--- src/rtl/corr_search_ctrl.sv ---
// Raster-scan controller for the correlation-score core: issues window positions,
// collects scores and tracks the best match, with a watchdog on a stalled core.
module corr_search_ctrl #(
  parameter int unsigned COORD_W     = 13,
  parameter int unsigned SCORE_W     = 16,
  parameter int unsigned X_MIN       = 0,
  parameter int unsigned X_MAX       = 639,
  parameter int unsigned Y_MIN       = 0,
  parameter int unsigned Y_MAX       = 479,
  parameter int unsigned STEP        = 1,
  parameter bit          BEST_IS_MAX = 1'b0,
  parameter int unsigned TIMEOUT     = 65535
) (
  input  logic               iCLK,
  input  logic               iRST_N,
  input  logic               iStart,
  input  logic               iCorr_finished,
  input  logic [SCORE_W-1:0] iCorr_score,
  output logic [COORD_W-1:0] oXstart,
  output logic [COORD_W-1:0] oYstart,
  output logic               oCorr_go,
  output logic               oBusy,
  output logic               oDone,
  output logic               oError,
  output logic [COORD_W-1:0] oBest_x,
  output logic [COORD_W-1:0] oBest_y,
  output logic [SCORE_W-1:0] oBest_score,
  output logic               oBest_valid
);

  localparam int unsigned WD_W  = (TIMEOUT < 2) ? 1 : $clog2(TIMEOUT + 1);
  localparam int unsigned SUM_W = COORD_W + 1;

  typedef enum logic [2:0] {
    S_IDLE, S_ISSUE, S_WAIT, S_UPDATE, S_ADVANCE, S_DONE
  } state_t;

  state_t             state_q, state_d;
  logic [COORD_W-1:0] x_q, x_d, y_q, y_d;
  logic [COORD_W-1:0] bx_q, bx_d, by_q, by_d;
  logic [SCORE_W-1:0] bs_q, bs_d, score_q, score_d;
  logic               bv_q, bv_d, err_q, err_d, busy_q, busy_d;
  logic               go_q, go_d, done_q, done_d, fin_dly_q, fin_dly_d;
  logic [WD_W-1:0]    wd_q, wd_d;

  logic               fin_edge, wd_hit, x_fits, y_fits, better, replace;
  logic [SUM_W-1:0]   x_sum, y_sum;

  // Sums carry one extra bit so a step past the top of the coordinate range never wraps.
  assign x_sum    = {1'b0, x_q} + SUM_W'(STEP);
  assign y_sum    = {1'b0, y_q} + SUM_W'(STEP);
  assign x_fits   = (x_sum <= SUM_W'(X_MAX));
  assign y_fits   = (y_sum <= SUM_W'(Y_MAX));
  assign fin_edge = iCorr_finished & ~fin_dly_q;
  assign wd_hit   = (wd_q == WD_W'(TIMEOUT - 1));
  assign better   = BEST_IS_MAX ? (score_q > bs_q) : (score_q < bs_q);
  assign replace  = ~bv_q | better;

  // State register
  always_ff @(posedge iCLK or negedge iRST_N) begin
    if (!iRST_N) state_q <= S_IDLE;
    else         state_q <= state_d;
  end

  // Next-state logic
  always_comb begin
    state_d = state_q;
    case (state_q)
      S_IDLE:    if (iStart) state_d = S_ISSUE;
      S_ISSUE:   state_d = S_WAIT;
      S_WAIT: begin
        if (fin_edge)    state_d = S_UPDATE;
        else if (wd_hit) state_d = S_DONE;
      end
      S_UPDATE:  state_d = S_ADVANCE;
      S_ADVANCE: state_d = (x_fits || y_fits) ? S_ISSUE : S_DONE;
      S_DONE:    state_d = S_IDLE;
      default:   state_d = S_IDLE;
    endcase
  end

  // Datapath and output next values; strobes are registered from the next state
  always_comb begin
    x_d       = x_q;
    y_d       = y_q;
    bx_d      = bx_q;
    by_d      = by_q;
    bs_d      = bs_q;
    bv_d      = bv_q;
    err_d     = err_q;
    busy_d    = busy_q;
    score_d   = score_q;
    wd_d      = wd_q;
    fin_dly_d = iCorr_finished;
    go_d      = (state_d == S_ISSUE);
    done_d    = (state_d == S_DONE);
    case (state_q)
      S_IDLE: begin
        if (iStart) begin
          x_d    = COORD_W'(X_MIN);
          y_d    = COORD_W'(Y_MIN);
          bv_d   = 1'b0;
          err_d  = 1'b0;
          busy_d = 1'b1;
        end
      end
      S_ISSUE: wd_d = '0;
      S_WAIT: begin
        if (fin_edge)    score_d = iCorr_score;
        else if (wd_hit) err_d   = 1'b1;
        else             wd_d    = wd_q + WD_W'(1);
      end
      S_UPDATE: begin
        if (replace) begin
          bx_d = x_q;
          by_d = y_q;
          bs_d = score_q;
          bv_d = 1'b1;
        end
      end
      S_ADVANCE: begin
        if (x_fits) begin
          x_d = x_sum[COORD_W-1:0];
        end else if (y_fits) begin
          x_d = COORD_W'(X_MIN);
          y_d = y_sum[COORD_W-1:0];
        end
      end
      S_DONE:  busy_d = 1'b0;
      default: ;
    endcase
  end

  always_ff @(posedge iCLK or negedge iRST_N) begin
    if (!iRST_N) begin
      x_q       <= '0;
      y_q       <= '0;
      bx_q      <= '0;
      by_q      <= '0;
      bs_q      <= '0;
      bv_q      <= 1'b0;
      err_q     <= 1'b0;
      busy_q    <= 1'b0;
      score_q   <= '0;
      wd_q      <= '0;
      fin_dly_q <= 1'b0;
      go_q      <= 1'b0;
      done_q    <= 1'b0;
    end else begin
      x_q       <= x_d;
      y_q       <= y_d;
      bx_q      <= bx_d;
      by_q      <= by_d;
      bs_q      <= bs_d;
      bv_q      <= bv_d;
      err_q     <= err_d;
      busy_q    <= busy_d;
      score_q   <= score_d;
      wd_q      <= wd_d;
      fin_dly_q <= fin_dly_d;
      go_q      <= go_d;
      done_q    <= done_d;
    end
  end

  assign oXstart     = x_q;
  assign oYstart     = y_q;
  assign oCorr_go    = go_q;
  assign oBusy       = busy_q;
  assign oDone       = done_q;
  assign oError      = err_q;
  assign oBest_x     = bx_q;
  assign oBest_y     = by_q;
  assign oBest_score = bs_q;
  assign oBest_valid = bv_q;

endmodule
--- config.mk ---
export PLATFORM = sky130hd
export DESIGN_NAME = corr_search_ctrl
export DESIGN_NICKNAME = d
export VERILOG_FILES = /design/src/rtl/corr_search_ctrl.sv
export SDC_FILE = /design/constraint.sdc
export NUM_CORES = 1
export LEC_CHECK = 0
export BUFFER_PORTS_ARGS = -buffer_cell sky130_fd_sc_hd__buf_4
export CORE_MARGIN = 3
export CORE_UTILIZATION = 34
export DETAILED_ROUTE_END_ITERATION = 16
export PLACE_DENSITY = 0.57
export SETUP_SLACK_MARGIN = 0.1
export SLEW_MARGIN = 30
export SYNTH_ARGS = -nofsm -noshare
export SYNTH_HDL_FRONTEND = slang
export SYNTH_SLANG_ARGS = --single-unit
--- constraint.sdc ---
create_clock -name iCLK -period 2.3 [get_ports iCLK]
set_input_delay 0.46 -clock iCLK [delete_from_list [all_inputs] [get_ports iCLK]]
set_output_delay 0.46 -clock iCLK [all_outputs]
set_load 0.01 [all_outputs]
==> results of run 1 <==
path summary, 6_finish.rpt:
kind | cells after the start | start | endpoint | slack (ns)
setup / recovery | 10 | score_q[9] | oBest_y[5] | -0.22
hold / removal | 1 | iRST_N | oBest_y[9] | 0.03
setup reg to reg | 10 | score_q[9] | oBest_y[5] | -0.22
hold reg to reg | 1 | oBest_y[10] | oBest_y[10] | 0.51
max in group asynchronous | 2 | iRST_N | score_q[0] | 1.58
min in group iCLK | 1 | iCorr_finished | fin_dly_q | 0.24
sequential cells by signal, indices dropped and copies added (netlist names):
register,flops
oBest_y,13
fin_dly_q,1
wd_q,16
oError,1
oBest_score,16
oBest_valid,1
oBest_x,13
score_q,16
state_q,3
oCorr_go,1
oXstart,13
oDone,1
oYstart,13
oBusy,1
placed cells by master, fill, tap and decap left out, drive strengths merged, types with 2 or more instances in the layout:
cell     count
nand4       10
a31o         2
a21o         6
nor2b        7
a21oi       12
xor2        13
and4         6
o211ai       4
or3          4
mux2i        3
xnor2        3
nand3       12
o2111a       2
o21ai       27
nor3b        2
o31ai        5
nor2        30
mux2        59
clkbuf      15
nand2       29
and2        12
ha          21
nor4         3
inv         22
and3         7
bufinv       2
nand2b       6
o41ai        3
buf        166
a31oi        2
dfrtp      109
o2111ai      2
nor3         3
through the flow:
step	cells	utilization [%]	worst slack, ns	instance area, sq um
2_1_floorplan	453	-	-0.1612	5345
3_3_place_gp	769	44.73	-0.2138	6624
3_5_place_dp	769	44.73	-0.3250	6624
4_1_cts	795	48.56	-0.2814	7191
5_1_grt	806	51.07	-0.3195	7564
6_report	806	51.07	-0.2155	7564
layer usage:
metal | GRT usage, % | wire [um]
met4 | 5.562 | 313
met2 | 24.35 | 6439
met1 | 19.47 | 5882
met3 | 4.707 | 591
met5 | 0 | 0
area by class of cell:
cell class,count,area (sq um)
fillers,1278,7246
multi-input cells,307,2734
flip-flops and latches,109,2733
repair buffers,168,1439
clock buffers,13,280.3
well taps,184,230.2
inverters,22,82.58
clock inverters,3,65.06
kinds of logic after synthesis:
family | Yosys count | synth area share, %
buffers and inverters | 37 | 3.502
adder cells (fa/ha/maj) | 21 | 5.004
AO/OA/AOI/OAI | 73 | 9.603
AND/OR/NAND/NOR | 135 | 14.06
multiplexers | 62 | 13.22
flip-flops | 109 | 51.94
XOR/XNOR | 16 | 2.669
repair_timing:
action                     in CTS  in global routing
buffers inserted                8                  9
gates resized for setup        27                 50
setup endpoints to repair      69                 74
pin swaps                       3                 12
gates cloned                    2                  2
power by group through the flow:
stage          combinational, W  clock [W]  sequential (W)
6_report                0.00299    0.00177         0.00268
5_1_grt                 0.00331    0.00189         0.00275
4_1_cts                 0.00280    0.00181         0.00266
3_5_place_dp            0.00256          0         0.00269
3_3_place_gp            0.00251          0         0.00268
2_1_floorplan           0.00143          0         0.00275
==> summary by stage, run 1 <==
Yosys
The average footprint of a synthesized cell is about 12 sq um. Of all cell types, the one taking the most synthesized area is sky130_fd_sc_hd__dfrtp_1. The instance count of the mapped netlist is 453. By area the synthesized netlist is led by sky130_fd_sc_hd__dfrtp_1 52%, sky130_fd_sc_hd__mux2_2 12%, sky130_fd_sc_hd__ha_1 5.0%. The number of enable-type register cells in the synthesized netlist is 0. The synthesized net count is 494.

Counting flops and latches in the post-synthesis netlist gives 109. Counting distinct cell types in the post-synthesis netlist gives 57. In the synthesized netlist the async set-or-reset flop fraction comes to 100.0%. The commonest cells after synthesis are 109 x sky130_fd_sc_hd__dfrtp_1, 56 x sky130_fd_sc_hd__mux2_2, 30 x sky130_fd_sc_hd__nor2_1, 28 x sky130_fd_sc_hd__nand2_1, 22 x sky130_fd_sc_hd__inv_1. By instance count, the leading cell after synthesis is sky130_fd_sc_hd__dfrtp_1. Summed over its instances, the top area cell type makes up 51.94% of the synthesized netlist area. The register area share after synthesis is 51.94%.

Among all flip-flop cells after synthesis, the most frequent one is sky130_fd_sc_hd__dfrtp_1. The Yosys step of the flow raised 0 warnings. The cell area after technology mapping is roughly 5300 sq um.

STA
Setup slack on the critical path of the routed design comes to -0.2155 ns. Timing would allow up to about 400 MHz. The max-slew headroom at the worst pin is 70.45%. Subtracting the final worst setup slack from the clock period gives ~2.5 ns. Final hold analysis gives a worst-case slack of 0.03226 ns. The number of hold violations in the final report is 0. The worst clock skew on the final layout is 0.004758 ns. Setup repair after global routing could not meet its margin everywhere.

The count of final max-slew check failures is 0. The count of final setup violators is 42. Adding up every negative setup slack in the final design gives -7.304 ns. The measured slew at the worst slew-check pin is approximately 0.44 ns. Dividing the final minimum period by the clock period gives 109.4%.

Critical path
The kind of cell with the highest combined delay along the critical path is compound AO/OA/AOI/OAI gates. The data arrival at the endpoint of the critical path is 2.76 ns. The cell type of the slowest stage on the worst timing path is sky130_fd_sc_hd__dfrtp_1. The critical path contains buffers and inverters numbering 2 combined. The delay of the slowest cell on the worst path is 0.41 ns. The worst setup path is captured at a flip-flop. Along the worst path, the maximum fanout reaches 7.

The critical path class is reg2reg. Walking the worst path, the cells encountered are ha_4 > a21o_1 > a21o_1 > a2111oi_4 > o21ai_1 > a21o_1 > a21oi_4 > buf_6 > clkbuf_16 > mux2_2. The required time of the critical path is 2.54 ns.

By instance count, the cell type seen most on the critical path is sky130_fd_sc_hd__a21o_1. The startpoint type of the worst setup path is a flip-flop.

GRT
The total overflow left after global routing is 0. The maximum number of pins on one net before global-route repair is 66. For this run, the total global-route usage over all layers was measured as around 15%.

The initial antenna violation count is 0. The number of global-route vias before repair came to 4189. The first global-routing pass estimated 20530 um of wire.

Floorplanning
The floorplan has 44 rows. From bottom edge to top edge, the die measures about 130 um. The standard cell core area is approximately 15000 sq um. The area of the die is ~17000 sq um. The horizontal extent of the die is around 130 um. The number of primary I/O pins is 93. The initial core utilization is a little over a third.

Final layout
The area growth from synthesis to layout is 44.03%. 0 antenna diodes ended up in the layout. For this run, the post-layout net count is 658. The fraction of layout instances using a drive strength above 1 is 45.82%.

Clock tree
After clock tree synthesis, the flow added hold-fix buffers numbering 0. The clock-pin slew on the worst setup and hold paths is 0.07 ns. The root buffer cell chosen for the clock tree is sky130_fd_sc_hd__clkbuf_16.

The CTS tree is yes. The CTS buffer count is 9. At the later pin of the worst-skew pair, clock insertion delay measures 0.35 ns. The worst-case clock buffer depth is 2. The tree built by TritonCTS fans out to 109 sinks. The number of levels in the clock H-tree is 3.

Routing
The via density per instance is 5.016. The total length of routed wires is 13230 um. The number of detailed-routing iterations run before antenna repair is 4.

For this run, design rule violations remaining after detail routing come to 0. The final route contains 4043 vias. In this run, the number of DRC markers left after iteration 0 of detailed routing was between 200 and 250. The post-detailed-route count of antenna-violating nets is 0. After detailed routing, the average wire length per cell comes to 16.41 um.

Placed design
The congestion estimate from routability-driven global placement came to 0.8065. The total of buffers placed on input and output ports is 92. The HPWL reported at the end of detailed placement is approximately 8500 um.

Min path
In this run the worst hold path is classified as in2async.

Power and ir drop
Summed over all cells, the static leakage comes to approximately 3.7 nW. In this run the power spent charging and discharging nets is 0.002369 W. The part of the total power dissipated in combinational logic is 40.2%. VDD sags by at most between 600 and 700 uV.

The clock network is responsible for 23.7% of the overall power. Power comes to 0.007445 W. The share of total power dissipated in sequential elements is between 30% and 40%. In this run switching power makes up a little under a third of total power. The internal power is approximately 0.005 W. Power spread over the standard cell area amounts to between 900 and 1000 nW/um^2.

Outcome
The flow ran to the end, but the final reports show violations. The checks that failed: negative setup slack.

Run
Max-cap violations in this run came to 0.
No activity file was read; power rests on OpenSTA's default activity.
==> run 2, diff against run 1 <==
--- a/config.mk
+++ b/config.mk
@@ -6,11 +6,12 @@
 export NUM_CORES = 1
 export LEC_CHECK = 0
 export BUFFER_PORTS_ARGS = -buffer_cell sky130_fd_sc_hd__buf_4
+export CORE_ASPECT_RATIO = 0.6
 export CORE_MARGIN = 3
 export CORE_UTILIZATION = 34
 export DETAILED_ROUTE_END_ITERATION = 16
 export PLACE_DENSITY = 0.57
-export SETUP_SLACK_MARGIN = 0.1
+export SETUP_SLACK_MARGIN = 0.4
 export SLEW_MARGIN = 30
 export SYNTH_ARGS = -nofsm -noshare
 export SYNTH_HDL_FRONTEND = slang
==> run 2 against run 1 <==
Against the previous run: the run still ends with negative setup slack left; sequential power about the same; critical path depth grew 1; via count grew 2.4%.
==> summary by stage, run 2 (synthesized netlist as in run 1, its figures left out) <==
Floorplanning
The initial core utilization is 35.47%. The horizontal extent of the die is around 170 um. The standard cell core area is approximately 15000 sq um. The number of primary I/O pins is 93. The die is between 100 and 150 um tall. The total number of placement rows is 34. The area of the die is 17020 sq um.

Final layout
The leading cell type in the layout, fill and taps excluded is sky130_fd_sc_hd__buf_4. After filler insertion, the fill cell instance count of the layout stands at 1286. The post-route netlist has 53.63% of its cells at a drive strength greater than 1.

The number of antenna diodes is 0. The area overhead of the layout relative to synthesis is 50.23%. The net count of the finished layout is 670.

The top cell types in the final layout, fill and taps aside, are 156 x sky130_fd_sc_hd__buf_4, 105 x sky130_fd_sc_hd__dfrtp_1, 40 x sky130_fd_sc_hd__mux2_4. After routing the design area is 7889 sq um.

Routing
The first detailed-routing pass took 4 iterations. The total number of vias is between 4000 and 5000. After detailed routing, the number of vias per cell comes to 4.977. The DRC violation total after the first TritonRoute iteration is 251. The total length of routed wires is 14580 um. After detailed routing, the average wire length per cell comes to 17.52 um. The DRC violations left is 0. In this run the remaining antenna-violating nets after routing total 0.

Placed design
The total of buffers placed on input and output ports is 92. In this run the cell area measured after placement is 6668 sq um. The global placement routability congestion is 0.8122. The HPWL reported at the end of detailed placement is about 9100 um.

GRT
Across every metal layer, demand over resource in global routing totals 16.81%. The global-route wire length before repair is 22810 um. The global-route congestion overflow total is 0. The initial antenna violation count is 0. The maximum number of pins on one net before global-route repair is 43.

The number of global-route vias before repair came to 4236.

Clock tree
The H-tree generated during clock tree synthesis spans 3 levels. The clock-pin slew on the worst setup and hold paths is around 0.08 ns. The later pin in the worst-skew pair is clocked with a latency of about 0.35 ns.

No sink is reached through more buffers than the 2 on the longest clock path. The CTS buffer count is 9. The tree is rooted in a sky130_fd_sc_hd__clkbuf_16. The number of sinks on the clock net is 109.

TritonCTS built the clock tree.

Critical path
The category of cells accounting for the largest share of critical-path delay is compound AO/OA/AOI/OAI gates. The cell repeated most along the worst path is sky130_fd_sc_hd__a21o_1. The top fanout value on the critical path is 6. The required time of the critical path is 2.54 ns.

STA classifies the critical path startpoint as a flip-flop. The signal on the critical path passes through inv_2 > ha_4 > a21o_1 > a21o_1 > a2111oi_4 > o21ai_1 > a21o_1 > a21oi_4 > buf_12 > clkbuf_16 > mux2_2. The data arrival at the endpoint of the critical path is 2.80 ns. For this design, the slowest cell found on the critical path is sky130_fd_sc_hd__dfrtp_1.

The critical path contains buffers and inverters numbering 3 combined. STA classifies the critical path endpoint as a flip-flop. The critical path class is reg2reg. The delay of the slowest cell on the worst path is 0.40 ns.

STA
The clock period minus final worst setup slack is approximately 2.6 ns. Headroom to the max-slew limit came out at approximately 70%. The number of hold violations in the final report is 0. Setup violations remaining at the end of the flow were counted as 43. The worst slack on hold paths is 0.007916 ns. Static timing analysis puts the maximum clock frequency at 391.1 MHz. The least setup slack across all paths after layout is -0.2566 ns. Setup repair after global routing could not meet its margin everywhere. At the pin with the least slew margin, the transition time is 0.4422 ns. Between clock sinks in the finished design, the worst skew comes to 0.01242 ns. The count of final max-slew check failures is 0. The portion of the clock cycle consumed by the worst path in the final layout is 111.2%.

Outcome
The checks that failed: negative setup slack. The flow ran to the end, but the final reports show violations.

Run
The count of max-cap constraint violations is 0.

Min path
The worst min-delay path class is in2async.

Power and ir drop
The power density over cell area is 981.4 nW/um^2. The maximum ir drop on the vdd rail is 466.6 uV. The total power is 0.007742 W. The static power due to leakage is between 3 and 4 nW.
run 2: changes by cell type in the layout (fill, tap and decap cells not counted), moves of 5 or more:
cell | before | now
sky130_fd_sc_hd__o21ai_2 | 0 | 12
sky130_fd_sc_hd__buf_6 | 4 | 9
sky130_fd_sc_hd__and2_1 | 8 | 3
sky130_fd_sc_hd__nand2_1 | 28 | 22
sky130_fd_sc_hd__o21ai_0 | 12 | 4
run 2: path summary, 6_finish.rpt:
| check | from | depth (start not counted) | slack [ns] | to |
|---|---|---|---|---|
| min in group iCLK | iCorr_finished | 1 | 0.23 | fin_dly_q |
| hold / removal | iRST_N | 1 | 0.008 | wd_q[8] |
| setup reg to reg | oBest_score[9] | 11 | -0.26 | oBest_y[5] |
| hold reg to reg | oBest_x[4] | 1 | 0.50 | oBest_x[4] |
| setup / recovery | oBest_score[9] | 11 | -0.26 | oBest_y[5] |
| max in group asynchronous | iRST_N | 2 | 1.64 | oXstart[10] |
run 2: area by class of cell:
cell class / count / area (sq um) / share of cell area (%)
clock buffer: 11 / 252.7 / 3.204
clock inverter: 5 / 41.29 / 0.5234
inverter: 22 / 90.09 / 1.142
multi-input combinational: 307 / 2912 / 36.91
sequential: 109 / 2733 / 34.64
tap: 198 / 247.7 / 3.140
timing repair buffer: 180 / 1613 / 20.44
run 2: power breakdown:
part           total, W  internal (W)  switching, W
clock           0.00155      0.000808      0.000742
sequential      0.00270       0.00233      0.000370
combinational   0.00349       0.00195       0.00154
run 2: per-stage QoR:
step                std cells  util, %  worst slack, ns  TNS [ns]
finish                    832    53.29          -0.2566    -8.610
global route              832    53.29          -0.3732    -14.27
CTS                       823    50.88          -0.3093    -11.46
detailed placement        780    45.04          -0.3031    -11.62
global placement          780    45.04          -0.2369    -9.158
floorplan                 453        -          -0.1612    -6.325
run 2: what timing repair did:
item / CTS / global route
pin swaps: 32 / 26
buffers inserted: 23 / 7
gates resized for setup: 65 / 67
gates cloned: 4 / 2
hold buffers: 0 / 0
endpoints found under the setup margin: 80 / 85
endpoints found under the hold margin: 0 / 0
run 2: routing by layer:
| metal | vias up | track usage, % | wire length, um |
|---|---|---|---|
| li1 | 1966 | - | - |
| met2 | 109 | 25.94 | 6408 |
| met3 | 13 | 4.291 | 624 |
| met5 | - | 0 | 0 |
| met1 | 2053 | 24.37 | 7442 |
| met4 | 0 | 2.978 | 103 |
